[config.mk]
export PLATFORM = sky130hd
export DESIGN_NAME = fifo_wr_arbiter
export DESIGN_NICKNAME = d
export VERILOG_FILES = /design/src/rtl/fifo_wr_arbiter.sv
export SDC_FILE = /design/constraint.sdc
export NUM_CORES = 1
export LEC_CHECK = 0
export CAP_MARGIN = 0
export CORE_AREA = 2 2 43 52
export DETAILED_ROUTE_END_ITERATION = 8
export DIE_AREA = 0 0 45 54
export GPL_TIMING_DRIVEN = 0
export PLACE_DENSITY = 0.62
export SLEW_MARGIN = 10
export SYNTH_ARGS = -nofsm -noshare
export SYNTH_HDL_FRONTEND = slang
export SYNTH_SLANG_ARGS = --single-unit
[constraint.sdc]
create_clock -name clk -period 1.6 [get_ports clk]
set_input_delay 0.32 -clock clk [delete_from_list [all_inputs] [get_ports clk]]
set_output_delay 0.32 -clock clk [all_outputs]
set_load 0.02 [all_outputs]
[src/rtl/fifo_wr_arbiter.sv]
`timescale 1ns/1ps
// -----------------------------------------------------------------------------
// fifo_wr_arbiter
//
// Purpose:
//   Round-robin arbiter that shares one FIFO write port between two producers.
//   Grants are burst-locked. The current owner keeps the port for up to
//   2**BURST_W accepted words while the other requester is waiting. It then
//   hands over directly, with no idle cycle. The FIFO full flag stalls the
//   owner without releasing ownership.
//
// Parameters:
//   B        word width in bits (must match the FIFO)
//   BURST_W  burst counter width; maximum burst is 2**BURST_W words
//
// Ports:
//   clk       in   system clock, rising-edge active
//   reset     in   asynchronous, active-high reset
//   req0      in   requester 0 has a word; held until accepted
//   w_data0   in   requester 0 data, stable while req0=1 and not accepted
//   req1      in   requester 1 request
//   w_data1   in   requester 1 data
//   full      in   FIFO full flag
//   gnt0      out  requester 0 owns the write port (Moore)
//   gnt1      out  requester 1 owns the write port (Moore)
//   wr        out  FIFO write strobe (owner request and not full)
//   w_data    out  FIFO write data (owner's data, 0 when idle)
//   cnt0/cnt1 out  16-bit accepted-word counters. These ports exist only
//                  when FIFO_WR_ARB_STATS_EN is defined.
//
// Optional feature macro: FIFO_WR_ARB_STATS_EN
// -----------------------------------------------------------------------------
module fifo_wr_arbiter #(
    parameter int B       = 8,
    parameter int BURST_W = 2
) (
    input  logic         clk,
    input  logic         reset,
    input  logic         req0,
    input  logic [B-1:0] w_data0,
    input  logic         req1,
    input  logic [B-1:0] w_data1,
    input  logic         full,
    output logic         gnt0,
    output logic         gnt1,
    output logic         wr,
    output logic [B-1:0] w_data
`ifdef FIFO_WR_ARB_STATS_EN
    ,
    output logic [15:0]  cnt0,
    output logic [15:0]  cnt1
`endif
);

    typedef enum logic [1:0] {
        ST_IDLE = 2'd0,
        ST_OWN0 = 2'd1,
        ST_OWN1 = 2'd2
    } state_t;

    localparam logic [BURST_W-1:0] BCNT_MAX  = {BURST_W{1'b1}};
    localparam logic [BURST_W-1:0] BCNT_ZERO = {BURST_W{1'b0}};

    state_t             state_q, state_d;
    logic               last_q, last_d;
    logic [BURST_W-1:0] bcnt_q, bcnt_d;

    // State, last-owner and burst-counter registers.
    // last resets to 1 so that requester 0 wins the first tie.
    always_ff @(posedge clk or posedge reset) begin
        if (reset) begin
            state_q <= ST_IDLE;
            last_q  <= 1'b1;
            bcnt_q  <= BCNT_ZERO;
        end else begin
            state_q <= state_d;
            last_q  <= last_d;
            bcnt_q  <= bcnt_d;
        end
    end

    // Next-state logic: idle arbitration, burst counting and handover.
    always_comb begin
        state_d = state_q;
        last_d  = last_q;
        bcnt_d  = bcnt_q;
        case (state_q)
            ST_IDLE: begin
                bcnt_d = BCNT_ZERO;
                if (req0 && req1) begin
                    // Tie: the requester that did not own the port last wins.
                    if (last_q) begin
                        state_d = ST_OWN0;
                        last_d  = 1'b0;
                    end else begin
                        state_d = ST_OWN1;
                        last_d  = 1'b1;
                    end
                end else if (req0) begin
                    state_d = ST_OWN0;
                    last_d  = 1'b0;
                end else if (req1) begin
                    state_d = ST_OWN1;
                    last_d  = 1'b1;
                end else begin
                    state_d = ST_IDLE;
                end
            end
            ST_OWN0: begin
                if (!req0) begin
                    state_d = ST_IDLE;
                    bcnt_d  = BCNT_ZERO;
                end else if (wr) begin
                    if ((bcnt_q == BCNT_MAX) && req1) begin
                        state_d = ST_OWN1;
                        last_d  = 1'b1;
                        bcnt_d  = BCNT_ZERO;
                    end else begin
                        // At the maximum count with no waiter, the counter
                        // wraps to 0 and a new burst starts.
                        bcnt_d = bcnt_q + BURST_W'(1);
                    end
                end else begin
                    // FIFO full: hold ownership and count.
                    bcnt_d = bcnt_q;
                end
            end
            ST_OWN1: begin
                if (!req1) begin
                    state_d = ST_IDLE;
                    bcnt_d  = BCNT_ZERO;
                end else if (wr) begin
                    if ((bcnt_q == BCNT_MAX) && req0) begin
                        state_d = ST_OWN0;
                        last_d  = 1'b0;
                        bcnt_d  = BCNT_ZERO;
                    end else begin
                        bcnt_d = bcnt_q + BURST_W'(1);
                    end
                end else begin
                    bcnt_d = bcnt_q;
                end
            end
            default: begin
                state_d = ST_IDLE;
                last_d  = 1'b1;
                bcnt_d  = BCNT_ZERO;
            end
        endcase
    end

    // Output decode: Moore grants plus a combinational write strobe and mux.
    // Because the outputs decode state_q, an asynchronous reset clears them
    // at once, without waiting for a clock edge.
    always_comb begin
        gnt0   = 1'b0;
        gnt1   = 1'b0;
        wr     = 1'b0;
        w_data = {B{1'b0}};
        case (state_q)
            ST_IDLE: begin
                gnt0   = 1'b0;
                gnt1   = 1'b0;
            end
            ST_OWN0: begin
                gnt0   = 1'b1;
                wr     = req0 & ~full;
                w_data = w_data0;
            end
            ST_OWN1: begin
                gnt1   = 1'b1;
                wr     = req1 & ~full;
                w_data = w_data1;
            end
            default: begin
                gnt0   = 1'b0;
                gnt1   = 1'b0;
            end
        endcase
    end

`ifdef FIFO_WR_ARB_STATS_EN
    logic [15:0] cnt0_q, cnt0_d;
    logic [15:0] cnt1_q, cnt1_d;

    // Accepted-word counters. They wrap naturally at 2**16.
    always_comb begin
        cnt0_d = cnt0_q;
        cnt1_d = cnt1_q;
        if (wr && (state_q == ST_OWN0)) begin
            cnt0_d = cnt0_q + 16'd1;
        end else begin
            cnt0_d = cnt0_q;
        end
        if (wr && (state_q == ST_OWN1)) begin
            cnt1_d = cnt1_q + 16'd1;
        end else begin
            cnt1_d = cnt1_q;
        end
    end

    // Counter registers.
    always_ff @(posedge clk or posedge reset) begin
        if (reset) begin
            cnt0_q <= 16'd0;
            cnt1_q <= 16'd0;
        end else begin
            cnt0_q <= cnt0_d;
            cnt1_q <= cnt1_d;
        end
    end

    assign cnt0 = cnt0_q;
    assign cnt1 = cnt1_q;
`endif

endmodule

==> Yosys cells after proc, flatten, opt, wreduce, memory -nomap -nowiden <==
Index checks and enable logic that the tools add are counted.
{ "totals": {"regBits": 5, "inputBits": 21, "wordCells": 61} }
{ "op_classes": {"add_sub_neg": 1, "n_eq_ne": 14, "mux": 33, "n_bitwise": 3, "reduce_logical": 7} }
{ "op_table": {"columns": ["operator", "count"], "rows": [
  ["two-way mux 2 bit", 16],
  ["case mux 8 bit (2 select lines)", 1],
  ["two-way mux 1 bit", 12],
  ["inequality test 2 bit (second input constant)", 6],
  ["inequality test 3 bit (second input constant)", 4],
  ["AND reduction 7 bit", 1],
  ["case mux 2 bit (3 select lines)", 1],
  ["equality test 2 bit (second input constant)", 2],
  ["inequality test 4 bit (second input constant)", 1],
  ["case mux 2 bit (2 select lines)", 1],
  ["AND reduction 4 bit", 1],
  ["logical AND 1 bit", 3],
  ["case mux 1 bit (3 select lines)", 1],
  ["adder 2 x 1 -> 2 bit (second input constant)", 1],
  ["AND 1 bit", 2],
  ["equality test 2 x 1 -> 1 bit (second input constant)", 1],
  ["zero test 2 bit", 1],
  ["case mux 1 bit (2 select lines)", 1],
  ["AND reduction 2 bit", 1],
  ["inverter 1 bit", 1]
]} }

==> Depth between registers and ports, before layout <==
{ "logic_depth": {"word_depth": 6, "depth_mapped": 7, "ltp_nobuf": 6} }

==> Least setup slack after synthesis <==
Ideal clock, no wire load.
{ "synth_timing": {"path_kind": "register to output", "start": "register state_q[0]", "end": "output wr", "arrival_time_ps": 1703, "t_required_ps": 1280, "setup_slack_ps": -423, "path_stages_with_launch": 6, "path_buffers": 1, "path_cell_list": "dfrtp_1 inv_1 ha_1 clkbuf_1 or2b_1 a21boi_0"} }
{ "synth_via": {"elab_chain_len": 2, "word_cells_on_any_way": 3, "cone_classes": "eq/ne (2); mux (1)"} }
{ "synth_rtl": {"columns": ["element", "line_no", "text"], "rows": [
  ["start, declared", "64", "state_t state_q, state_d;"],
  ["start signal, assigned", "76", "state_q <= state_d;"],
  ["equality test 2 bit / equality test 2 x 1 -> 1 bit (equally long branches)", "160", "case (state_q)"],
  ["case mux 1 bit (2 select lines) *", "160", null],
  ["end, declared", "46", "output logic wr,"]
]} }
Every way passes the cells marked *; elsewhere a longest branch is shown, timed or not.

==> Final worst setup path <==
Same ends and word-level chain as after synthesis.

==> metrics <==
Peak Freq=544 MHz; largest net degree at the start of global routing=11; endpoint of the most critical register-to-register path=state_q[0]$_DFFE_PP0P_; largest buffer count on any clock path=2; CTS tree=built; Sum Neg Setup Slack=-2220 ps; share of total power in sequential cells=12.4%; final WL=1800 µm; remaining global-route overflow=0; Lkg Pwr=0.481 nW; half-perimeter wire length after placement=1170 µm; number of buffers inserted by hold repair at cts=0; reg-to-reg critical path startpoint=state_q[0]$_DFFE_PP0P_; leading cell type in the layout, fill and taps excluded=clkdlybuf4s50_1; Netlist Area Pre-Place=551 µm²; areal power density over the cells=1610 nW/µm²; violations in the final reports=setup timing; critical path buffer and inverter count=3; Tot GR Track Use=16.1%; slew at the pin with the worst max-slew slack=317 ps; EDFF count, synth=0; kind of end point of the critical path=primary output; area added between synthesis and finish=109%; cell count after synthesis=67; share of post-route cells with drive strength above 1=52.3%; iteration-0 DRC count of the detailed router=5; antenna fix cells=0; standard cell area after detailed placement=912 µm²; most used cells in the layout excluding fill and tap cells=clkdlybuf4s50_1 (19), a22oi_2 (8), nor2b_2 (8), buf_4 (8), buf_6 (7); setup violation total in the final timing report=13; clk_lat worst skew=240 ps; post-synth cell types=27; async set or reset register ratio after synthesis=100%; Initial Utilization=27.8%; switching power total=0.000759 W; DIE HEIGHT=54 µm; reg-to-reg setup timing slack=-170 ps; Die Footprint=2430 µm²; net count of the finished layout=136; clock slew at reported path FFs=40 ps; finished layout cell area=1150 µm²; Via density=5.20; post-layout min period=1840 ps; number of storage elements in the synthesis netlist=5; period utilization=115%; count of input and output buffers=30; core box area=1980 µm²; Setup Skew=2.57 ps; Num CTS Buffers=3; clock share of power=7.6%; number of global-route vias before repair=667; count of cells along the worst register-to-register path=7; path type of the worst min-delay path=in -> async; number of top-level pins=32; wire length per cell after detailed routing=13.9 µm; cell-internal power=0.00109 W; sequential share of the synthesized area=23.0%; number of placement rows=18; data required time of the critical path=1280 ps; Gate power share=80.0%; number of H-tree levels=1; predominant post-synthesis flop cell=dfrtp_1; master of the slowest instance on the critical path=dfrtp_1; number of antenna violations at the first check in global routing=0; kind of start point of the critical path=flop; via total after detailed routing=671; max-cap viol count=0; DRC=0; list of cells traversed by the critical path=inv_2 -> ha_4 -> clkbuf_16 -> or2b_1 -> a21boi_2 -> buf_6; fin worst setup slack=-237 ps; number of sinks on the clock net=5; setup slack at placement=-638 ps; final count of hold timing violations=0; outcome=finished with violations; warning count from the yosys run=0; arrival time at the worst endpoint=1520 ps; mean area per synthesized cell=8.22 µm²; TritonRoute pass-1 iters=4; Routed Antenna Nets=0; slowest cell delay on critical path=380 ps; max-slew violation total from the final report=0; category of cells accounting for the largest share of critical-path delay=flip-flops; die width=45 µm; start-to-end type of the worst setup path=reg -> out; routability cong.=0.772; first-pass GRT wire length=2820 µm; master cell of the clock root buffer=clkbuf_4; worst vdd rail ir drop=883 µV; RSZ-0062 raised after global routing=yes; maximum fanout along the worst path=5; Fin Hold WS=273 ps; Sw Share=41.1%; net count after synthesis=93; max_slew headroom=78.8%
==> sequential cells by signal, indices dropped and copies added, names as in the netlist <==
name,cells
bcnt_q,2
last_q,1
state_q,2
==> kinds of logic (layout without fill, tap and decap cells) <==
family / count (synthesis) / in the layout / synth area share (%)
and+or+nand+nor: 24 / 24 / 25.0
buffers and inverters: 9 / 51 / 7.73
adders and majority gates: 5 / 5 / 11.4
DFF: 5 / 5 / 23.0
AOI/OAI and AO/OA: 21 / 21 / 27.0
muxes: 3 / 3 / 5.91
==> worst max path at each step <==
stage	from	to	slack [ps]	cells past startpoint
after floorplan	state_q[0]$_DFFE_PP0P_	wr	-60	5
after global placement	state_q[0]$_DFFE_PP0P_	w_data[3]	-630	5
after detailed placement	state_q[0]$_DFFE_PP0P_	w_data[3]	-640	5
after CTS	state_q[0]$_DFFE_PP0P_	wr	-270	6
after global routing	state_q[0]$_DFFE_PP0P_	wr	-330	6
final	state_q[0]$_DFFE_PP0P_	wr	-240	6
==> cell usage after synthesis (2+ instances only) <==
| library cell | instances | share of area (%) |
|---|---|---|
| mux2_1 | 2 | 4.1 |
| dfrtp_1 | 4 | 18 |
| clkbuf_1 | 2 | 1.4 |
| nor2_1 | 2 | 1.4 |
| nand3_1 | 3 | 2.7 |
| o21ai_0 | 3 | 2.7 |
| nand2_1 | 4 | 2.7 |
| inv_1 | 5 | 3.4 |
| nor2b_1 | 9 | 10 |
| ha_1 | 5 | 11 |
| a21oi_1 | 3 | 2.7 |
| a22oi_1 | 9 | 12 |
| nand2b_1 | 2 | 2.3 |
==> final cells by class <==
class | instances | area (µm²)
repair buffers | 38 | 355
flip-flops and latches | 5 | 128
plain buffers | 4 | 65.1
fillers | 187 | 833
clock buffers | 4 | 26.3
inverters | 5 | 18.8
multi-input cells | 53 | 531
well taps | 20 | 25.0
==> metal layers <==
| layer | routed length [µm] | track usage, % | vias up |
|---|---|---|---|
| met5 | 0 | 0 | - |
| met4 | 0 | 7.84 | 0 |
| met3 | 203 | 4.03 | 0 |
| met2 | 939 | 30.2 | 37 |
| met1 | 652 | 16.1 | 310 |
| li1 | - | - | 324 |
==> worst reg2reg max path: stages, from the launching register on <==
cell	delay (ps)
dfrtp_1	380
inv_2	80
ha_4	180
buf_4	160
a22oi_2	200
o221ai_4	140
nor3_4	170
mux2_1	340
==> power groups by stage <==
stage	Combinational, W	Clock (W)	Sequential, W
after floorplan	0.000710	0	0.000214
after global routing	0.00159	0.000165	0.000237
after detailed placement	0.00103	0	0.000224
after CTS	0.00138	0.000150	0.000230
after global placement	0.00103	0	0.000224
final	0.00148	0.000141	0.000230
==> timing repair <==
action,CTS,global route
buffers inserted,6,1
setup endpoints to repair,15,15
gates resized for setup,74,10
pin swaps,8,6
cloned,1,0
==> metrics by stage <==
step	cells	total power (W)	util (%)
after global routing	129	0.00199	58.0
final	129	0.00185	58.0
after floorplan	67	0.000924	-
after CTS	128	0.00176	56.1
after global placement	117	0.00125	46.0
after detailed placement	117	0.00126	46.0
No activity file was read; power rests on OpenSTA's default activity.
